$ cat src/rtl/fifo_ptr_ctrl_if.sv
// Bus between the FIFO pointer control stage and its producer, consumer and pointer counters.
// Handshake: wr_req/rd_req are requests held by the requester; wr_en/rd_en are same-cycle
// grants, and a transfer happens on a rising edge only where request and grant are both high.
interface fifo_ptr_ctrl_if #(
    parameter int AW = 4
);
    logic [31:0] wr_ptr_grey;
    logic [31:0] rd_ptr_grey;
    logic        wr_req;
    logic        rd_req;
    logic        flush;
    logic        wr_en;
    logic        rd_en;
    logic        full;
    logic        empty;
    logic        almost_full;
    logic        almost_empty;
    logic [AW:0] count;
    logic        flush_busy;
    logic        flush_done;
    logic        ptr_err;
    logic [1:0]  fsm_state;

    modport master (
        output wr_ptr_grey, rd_ptr_grey, wr_req, rd_req, flush,
        input  wr_en, rd_en, full, empty, almost_full, almost_empty,
        input  count, flush_busy, flush_done, ptr_err, fsm_state
    );

    modport slave (
        input  wr_ptr_grey, rd_ptr_grey, wr_req, rd_req, flush,
        output wr_en, rd_en, full, empty, almost_full, almost_empty,
        output count, flush_busy, flush_done, ptr_err, fsm_state
    );
endinterface

$ cat src/rtl/fifo_ptr_ctrl.sv
// FIFO pointer control: grey pointer decode, occupancy flags, counter enable gating,
// flush drain sequencing and sticky pointer integrity checking.
module fifo_ptr_ctrl #(
    parameter int AW        = 4,
    parameter int AFULL_TH  = (1 << AW) - 2,
    parameter int AEMPTY_TH = 2
) (
    input logic           clk,
    input logic           rst,
    fifo_ptr_ctrl_if.slave bus
);
    typedef enum logic [1:0] {
        IDLE  = 2'd0,
        DRAIN = 2'd1,
        DONE  = 2'd2
    } state_t;

    localparam int          DEPTH    = 1 << AW;
    localparam logic [AW:0] DEPTH_V  = DEPTH[AW:0];
    localparam logic [AW:0] AFULL_V  = AFULL_TH[AW:0];
    localparam logic [AW:0] AEMPTY_V = AEMPTY_TH[AW:0];

    // Bit i of the binary value is the XOR of grey bits 31..i, so every grey bit matters.
    function automatic logic [AW:0] grey_low_bits(input logic [31:0] g);
        logic [AW:0] b;
        for (int i = 0; i <= AW; i++) begin
            b[i] = ^(g >> i);
        end
        return b;
    endfunction

    state_t      state;
    state_t      state_nxt;
    logic [AW:0] wbin;
    logic [AW:0] rbin;
    logic [AW:0] occ;
    logic [31:0] prev_wr;
    logic [31:0] prev_rd;
    logic [31:0] wr_delta;
    logic [31:0] rd_delta;
    logic        bad_step;
    logic        over_fill;
    logic        full_c;
    logic        empty_c;
    logic        wr_grant;
    logic        rd_grant;
    logic        done_c;
    logic [AW:0] count_q;
    logic        ptr_err_q;

    assign wbin    = grey_low_bits(bus.wr_ptr_grey);
    assign rbin    = grey_low_bits(bus.rd_ptr_grey);
    assign occ     = wbin - rbin;
    assign full_c  = (occ == DEPTH_V);
    assign empty_c = (occ == '0);

    assign bus.full         = full_c;
    assign bus.empty        = empty_c;
    assign bus.almost_full  = (occ >= AFULL_V);
    assign bus.almost_empty = (occ <= AEMPTY_V);

    // A legal grey step flips exactly zero or one bit; x & (x-1) is non-zero for two or more.
    assign wr_delta  = bus.wr_ptr_grey ^ prev_wr;
    assign rd_delta  = bus.rd_ptr_grey ^ prev_rd;
    assign bad_step  = (|(wr_delta & (wr_delta - 32'd1))) | (|(rd_delta & (rd_delta - 32'd1)));
    assign over_fill = (occ > DEPTH_V);

    always_ff @(posedge clk) begin
        if (rst) begin
            state     <= IDLE;
            count_q   <= '0;
            ptr_err_q <= 1'b0;
            prev_wr   <= '0;
            prev_rd   <= '0;
        end else begin
            state     <= state_nxt;
            count_q   <= occ;
            ptr_err_q <= ptr_err_q | bad_step | over_fill;
            prev_wr   <= bus.wr_ptr_grey;
            prev_rd   <= bus.rd_ptr_grey;
        end
    end

    always_comb begin
        state_nxt = state;
        wr_grant  = 1'b0;
        rd_grant  = 1'b0;
        done_c    = 1'b0;
        case (state)
            IDLE: begin
                wr_grant = bus.wr_req & ~full_c;
                rd_grant = bus.rd_req & ~empty_c;
                if (bus.flush) state_nxt = DRAIN;
            end
            DRAIN: begin
                rd_grant = ~empty_c;
                if (empty_c) state_nxt = DONE;
            end
            DONE: begin
                done_c    = 1'b1;
                state_nxt = IDLE;
            end
            default: state_nxt = IDLE;
        endcase
    end

    // Counters must not move while the whole FIFO is being reset.
    assign bus.wr_en      = wr_grant & ~rst;
    assign bus.rd_en      = rd_grant & ~rst;
    assign bus.flush_done = done_c & ~rst;
    assign bus.flush_busy = (state != IDLE);
    assign bus.count      = count_q;
    assign bus.ptr_err    = ptr_err_q;
    assign bus.fsm_state  = state;
endmodule

$ cat src/flat_wrapper.sv
// flat-port wrapper written by rule: the top's interface ports become plain ports
module fifo_ptr_ctrl_flat 
#(
    parameter int AW        = 4,
    parameter int AFULL_TH  = (1 << AW) - 2,
    parameter int AEMPTY_TH = 2
)
  (clk, rst, bus_wr_ptr_grey, bus_rd_ptr_grey, bus_wr_req, bus_rd_req, bus_flush, bus_wr_en, bus_rd_en, bus_full, bus_empty, bus_almost_full, bus_almost_empty, bus_count, bus_flush_busy, bus_flush_done, bus_ptr_err, bus_fsm_state);
  fifo_ptr_ctrl_if #(.AW(AW)) bus_i ();
  input logic clk;
  input logic rst;
  input wire logic [$bits(bus_i.wr_ptr_grey)-1:0] bus_wr_ptr_grey;
  input wire logic [$bits(bus_i.rd_ptr_grey)-1:0] bus_rd_ptr_grey;
  input wire logic [$bits(bus_i.wr_req)-1:0] bus_wr_req;
  input wire logic [$bits(bus_i.rd_req)-1:0] bus_rd_req;
  input wire logic [$bits(bus_i.flush)-1:0] bus_flush;
  output wire logic [$bits(bus_i.wr_en)-1:0] bus_wr_en;
  output wire logic [$bits(bus_i.rd_en)-1:0] bus_rd_en;
  output wire logic [$bits(bus_i.full)-1:0] bus_full;
  output wire logic [$bits(bus_i.empty)-1:0] bus_empty;
  output wire logic [$bits(bus_i.almost_full)-1:0] bus_almost_full;
  output wire logic [$bits(bus_i.almost_empty)-1:0] bus_almost_empty;
  output wire logic [$bits(bus_i.count)-1:0] bus_count;
  output wire logic [$bits(bus_i.flush_busy)-1:0] bus_flush_busy;
  output wire logic [$bits(bus_i.flush_done)-1:0] bus_flush_done;
  output wire logic [$bits(bus_i.ptr_err)-1:0] bus_ptr_err;
  output wire logic [$bits(bus_i.fsm_state)-1:0] bus_fsm_state;
  assign bus_i.wr_ptr_grey = bus_wr_ptr_grey;
  assign bus_i.rd_ptr_grey = bus_rd_ptr_grey;
  assign bus_i.wr_req = bus_wr_req;
  assign bus_i.rd_req = bus_rd_req;
  assign bus_i.flush = bus_flush;
  assign bus_wr_en = bus_i.wr_en;
  assign bus_rd_en = bus_i.rd_en;
  assign bus_full = bus_i.full;
  assign bus_empty = bus_i.empty;
  assign bus_almost_full = bus_i.almost_full;
  assign bus_almost_empty = bus_i.almost_empty;
  assign bus_count = bus_i.count;
  assign bus_flush_busy = bus_i.flush_busy;
  assign bus_flush_done = bus_i.flush_done;
  assign bus_ptr_err = bus_i.ptr_err;
  assign bus_fsm_state = bus_i.fsm_state;
  fifo_ptr_ctrl #(.AW(AW), .AFULL_TH(AFULL_TH), .AEMPTY_TH(AEMPTY_TH)) u_core (.clk(clk), .rst(rst), .bus(bus_i));
endmodule
$ cat config.mk
export PLATFORM = sky130hd
export DESIGN_NAME = fifo_ptr_ctrl_flat
export DESIGN_NICKNAME = d
export VERILOG_FILES = /design/src/rtl/fifo_ptr_ctrl_if.sv /design/src/rtl/fifo_ptr_ctrl.sv /design/src/flat_wrapper.sv
export SDC_FILE = /design/constraint.sdc
export NUM_CORES = 1
export LEC_CHECK = 0
export CAP_MARGIN = 20
export CORE_MARGIN = 8
export CORE_UTILIZATION = 23
export DETAILED_ROUTE_END_ITERATION = 10
export DONT_BUFFER_PORTS = 1
export PLACE_DENSITY = 0.36
export SLEW_MARGIN = 20
export SYNTH_ARGS = -nofsm -noshare
export SYNTH_HDL_FRONTEND = slang
export SYNTH_SLANG_ARGS = --single-unit
$ cat constraint.sdc
create_clock -name clk -period 6.3 [get_ports clk]
set_input_delay 0.315 -clock clk [delete_from_list [all_inputs] [get_ports clk]]
set_output_delay 0.315 -clock clk [all_outputs]
set_load 0.01 [all_outputs]
## Yosys cells after proc, flatten, opt, wreduce, memory -nomap -nowiden

Cells that the tools add are included.

- Add/sub/neg operators: 3
- $lt $le $gt $ge: 3
- Equality and inequality tests: 5
- Mux-type cells: 6
- Bitwise gates (word level): 15
- Reductions and logical operators: 16

Operators with widths:

| kind | count |
|---|---|
| $reduce_xor 32->1 | 10 |
| $and 32x32->32 | 2 |
| $reduce_or 32->1 | 2 |
| $sub 32x1->32 const B | 2 |
| $xor 32x32->32 | 2 |
| $and 1x1->1 | 5 |
| $eq 5x5->1 const B | 1 |
| $ge 5x4->1 const B | 1 |
| $gt 5x5->1 const B | 1 |
| $le 5x2->1 const B | 1 |
| $logic_not 5->1 | 1 |
| $sub 5x5->5 | 1 |
| $mux 2 | 2 |
| $pmux 2 s2 | 1 |
| $not 1->1 | 3 |
| $or 1x1->1 | 3 |
| $eq 2x1->1 const B | 1 |
| $eq 2x2->1 const B | 1 |
| $logic_not 2->1 | 1 |
| $mux 1 | 2 |
| $ne 2x1->1 const B | 1 |
| $ne 2x2->1 const B | 1 |
| $pmux 1 s2 | 1 |
| $reduce_and 2->1 | 1 |
| $reduce_bool 2->1 | 1 |

- Register bits after elaboration: 72
- Input bits: 69
- Output and inout bits: 16
- Logic and storage cells: 53

## Longest topological paths before layout

- Depth in word-level cells: 7
- Mapped depth: 17
- Gate-level depth less buffers: 17

## Worst setup path before layout

No wires, ideal clock.

- Kind: input-to-output
- From: input bus_wr_ptr_grey[27]
- To: output bus_wr_en
- Arrival time: 3.993 ns
- Required time: 5.985 ns
- Path slack: 1.992 ns
- Cell stages on the path: 17
- Cells stage by stage: xnor2_1 > xnor2_1 > xnor3_1 > xnor3_1 > xnor2_2 > xor2_1 > xor2_1 > xnor2_1 > ha_1 > inv_1 > fa_1 > a21o_1 > a21oi_1 > xnor2_1 > xnor2_1 > and4_4 > nor4bb_1

- Cells in the longest elaborated chain, start to end: 7
- Elaborated cells on any way between the ends: 11
- Those cells by class: add/sub: 1; eq/ne: 1; mux: 1; bitwise: 3; reduce/logical: 5

RTL lines:

| item | RTL line | RTL |
|---|---|---|
| from (decl) | flat_wrapper.sv:12 | `input wire logic [$bits(bus_i.wr_ptr_grey)-1:0] bus_wr_ptr_grey;` |
| $reduce_xor 32->1 | fifo_ptr_ctrl.sv:27 | `b[i] = ^(g >> i);` |
| $sub 5x5->5 (*) | fifo_ptr_ctrl.sv:53 | `assign occ = wbin - rbin;` |
| $eq 5x5->1 (*) | fifo_ptr_ctrl.sv:54 | `assign full_c = (occ == DEPTH_V);` |
| via bus_full | flat_wrapper.sv:19 | `output wire logic [$bits(bus_i.full)-1:0] bus_full;` |
| $not 1->1 (*) | fifo_ptr_ctrl.sv:91 | `wr_grant = bus.wr_req & ~full_c;` |
| $and 1x1->1 (*) | fifo_ptr_ctrl.sv:91 |  |
| $mux 1 (*) | fifo_ptr_ctrl.sv:89 | `case (state)` |
| $and 1x1->1 (*) | fifo_ptr_ctrl.sv:108 | `assign bus.wr_en = wr_grant & ~rst;` |
| to (decl) | flat_wrapper.sv:17 | `output wire logic [$bits(bus_i.wr_en)-1:0] bus_wr_en;` |

The timed path passes the listed nets; every way through them passes the cells marked *.

## Worst setup path in the final report

Ends and elaborated chain as after synthesis.

==> results.json <==
{
  "grt_pass1_vias": 3087,
  "rsz0062_at_grt": "false",
  "ant_nets": 0,
  "hold_depth": 1,
  "clkTransAtPathRegs_ns": 0.05,
  "drive_above_1_share_pct": 6.178,
  "power_mw": 2.213,
  "io_buffers": 0,
  "required_ns": 5.98,
  "finalMaxSlewViolations": 0,
  "reg2reg_from": "u_core.prev_wr[0]$_SDFF_PP0_",
  "h-tree-depth": 3,
  "fmax_mhz": 210.8,
  "dieArea_um2": 22550,
  "synth_edf_count": 0,
  "post-route-min-period_ns": 4.745,
  "gp_congestion": 0.7470,
  "crit_type": "in2out",
  "ir_drop_mv": 0.7602,
  "cts.repair.resized": 0,
  "fp.coreArea_um2": 17840,
  "layout.cells.non_filler": 666,
  "nets": 507,
  "fin_setup_tns_ns": 0,
  "setup_violations": 0,
  "cts_sinks": 72,
  "reg2reg_to": "u_core.bus.ptr_err$_SDFF_PP0_",
  "num-fill-cells": 1866,
  "tightestPinTransition_ns": 0.6230,
  "p_leak_nw": 1.609,
  "firstDrtPassIters": 4,
  "power_density_nw_per_um2": 476.3,
  "cap_violations": 0,
  "ctsHoldBuffers": 0,
  "syn_avg_cell_area_um2": 9.628,
  "drcViolationCount": 0,
  "min_to": "u_core.bus.count[2]$_SDFF_PP0_",
  "setup.worst_path.end_class": "output pin",
  "initial_core_util_pct": 23.21,
  "place_inst": 651,
  "synth_common_cells": "xnor2_1, dfxtp_1, nor2b_1",
  "synth_flop_cell": "dfxtp_1",
  "grt_first_pass_wirelength_um": 17900,
  "wl_per_cell_um": 17.17,
  "hold_path.startpoint": "rst",
  "worstPathMaxFanout": 6,
  "rr_worst_depth": 8,
  "vias_per_cell": 4.378,
  "hold_viol_final": 0,
  "ys_ff_latch": 72,
  "synth_top_area_share_pct": 34.81,
  "syn_to_final_growth_pct": 12.21,
  "finalCritPeriodShare_pct": 75.32,
  "antenna_found_initial": 0,
  "critPathLaunchType": "input port",
  "cts_buffer_depth": 2,
  "post-route-util_pct": 26.04,
  "synth_area_um2": 4140,
  "cts_made_buffers": 9,
  "max_slew_margin_pct": 58.15,
  "synth_cell_types": 49,
  "rows": 49,
  "ys_warn_count": 0,
  "synth_nets": 504,
  "cts-root-buf": "clkbuf_16",
  "grt_overflow": 0,
  "grt_start_max_net_pins": 73,
  "grt_use_total_pct": 10.59,
  "ys_top_cells_by_area": "dfxtp_1, xnor2_1, nor2b_1",
  "synth_top_cell_by_area": "dfxtp_1",
  "die_x_um": 150.2,
  "io_pins": 85,
  "hp-class": "in2reg",
  "yosysSeqAreaShare_pct": 34.81,
  "num_vias": 2916,
  "reg2reg_slack_ns": 3.32,
  "skew_ns": 0.004357,
  "die_h_um": 150.2,
  "yosysMostFrequentCell": "xnor2_1",
  "cts_setup_buffers": 0,
  "drt_iter0_drc": 110,
  "cts_tree": "built",
  "syn_inst": 430,
  "dp_hpwl_um": 9093,
  "arrival_ns": 4.43,
  "status": "completed",
  "clk_latency_ns": 0.34,
  "routed_wl_um": 11430,
  "diodes": 0,
  "async_reset_ff_share_pct": 0
}
==> flip-flops by register name, summed over array words and instances (netlist names) <==
| register | flops |
|---|---|
| u_core.bus.ptr_err | 1 |
| u_core.prev_wr | 32 |
| u_core.prev_rd | 32 |
| u_core.bus.fsm_state | 2 |
| u_core.bus.count | 5 |
==> routing by layer <==
layer	GRT usage, %	share of wire (%)	up-vias
met3	5.080	9.2	10
met4	3.898	1.3	0
li1	-	-	1467
met5	0	0	-
met1	12.52	44	1359
met2	16.37	45	80
==> critical path: stages <==
cell and delay (ns):
xnor2_1 0.18, xnor2_1 0.17, xnor3_1 0.48, xnor3_1 0.33, xnor2_2 0.15, xor2_1 0.24, xor2_1 0.36, xnor2_1 0.17
ha_1 0.16, inv_1 0.06, fa_1 0.39, a21o_1 0.17, a21oi_1 0.16, xnor2_1 0.15, xnor2_1 0.18, and4_4 0.26
nor4bb_1 0.50
==> report_power, final <==
part | switching (mW) | internal (mW) | leakage [nW] | total [mW]
Clock | 0.186 | 0.264 | 0.121 | 0.450
Sequential | 0.0323 | 0.505 | 0.600 | 0.537
Combinational | 0.704 | 0.522 | 0.888 | 1.23
Total | 0.922 | 1.29 | 1.61 | 2.21
==> kinds of logic (layout without fill, tap and decap cells) <==
| logic type | count (synthesis) | after routing | share of synthesized area, % |
|---|---|---|---|
| and+or+nand+nor | 149 | 149 | 22.33 |
| xor gates and xnor gates | 129 | 129 | 29.89 |
| DFF | 72 | 72 | 34.81 |
| AOI/OAI and AO/OA | 60 | 60 | 9.580 |
| buffers and inverters | 13 | 20 | 1.179 |
| adders and majority gates | 7 | 7 | 2.206 |
==> worst max path at each step <==
| stage | start | to | slack, ns | cells after the start |
|---|---|---|---|---|
| floorplan | bus_wr_ptr_grey[27] | bus_wr_en | 1.99 | 17 |
| global placement | bus_wr_ptr_grey[27] | bus_wr_en | 1.52 | 17 |
| detailed placement | bus_wr_ptr_grey[25] | bus_wr_en | 1.45 | 17 |
| CTS | bus_wr_ptr_grey[25] | bus_wr_en | 1.44 | 17 |
| global route | bus_rd_ptr_grey[29] | bus_wr_en | 1.20 | 17 |
| finish | bus_wr_ptr_grey[27] | bus_wr_en | 1.56 | 17 |
==> metrics by stage <==
| step | instance area [um2] | hold slack (ns) | worst slack, ns |
|---|---|---|---|
| after floorplan | 4140 | 0.4432 | 1.992 |
| after global placement | 4397 | 0.3946 | 1.520 |
| after detailed placement | 4397 | 0.3972 | 1.451 |
| after CTS | 4646 | 0.03235 | 1.442 |
| after global routing | 4646 | 0.02823 | 1.202 |
| final | 4646 | 0.04172 | 1.555 |
==> placed cells by master (no fill, tap or decap), drive strengths merged, types with 2 or more instances in the layout <==
master,netlist,final
clkbuf,8,14
ha,4,4
a211oi,3,3
and3,4,4
o41ai,3,3
nor2b,69,69
o31ai,3,3
maj3,2,2
xnor3,4,4
or2,2,2
nor4,5,5
a31oi,6,6
nand4,10,10
nor3,5,5
nor2,22,22
dfxtp,72,72
nand2,14,14
xnor2,100,100
nand4b,2,2
o2111ai,4,4
a21o,2,2
inv,5,5
nor4bb,2,2
xor2,25,25
o22ai,5,5
a32oi,2,2
o21ai,10,10
a21oi,15,15
nand3,8,8
==> layout make-up <==
cell class	count	area (um2)	area share [%]
well taps	229	286.5	6.168
clock buffers	14	244.0	5.252
inverters	5	18.77	0.4040
flip-flops and latches	72	1441	31.03
clock inverters	1	5.005	0.1077
multi-input cells	345	2650	57.04
(Power assumes the default switching activity.)
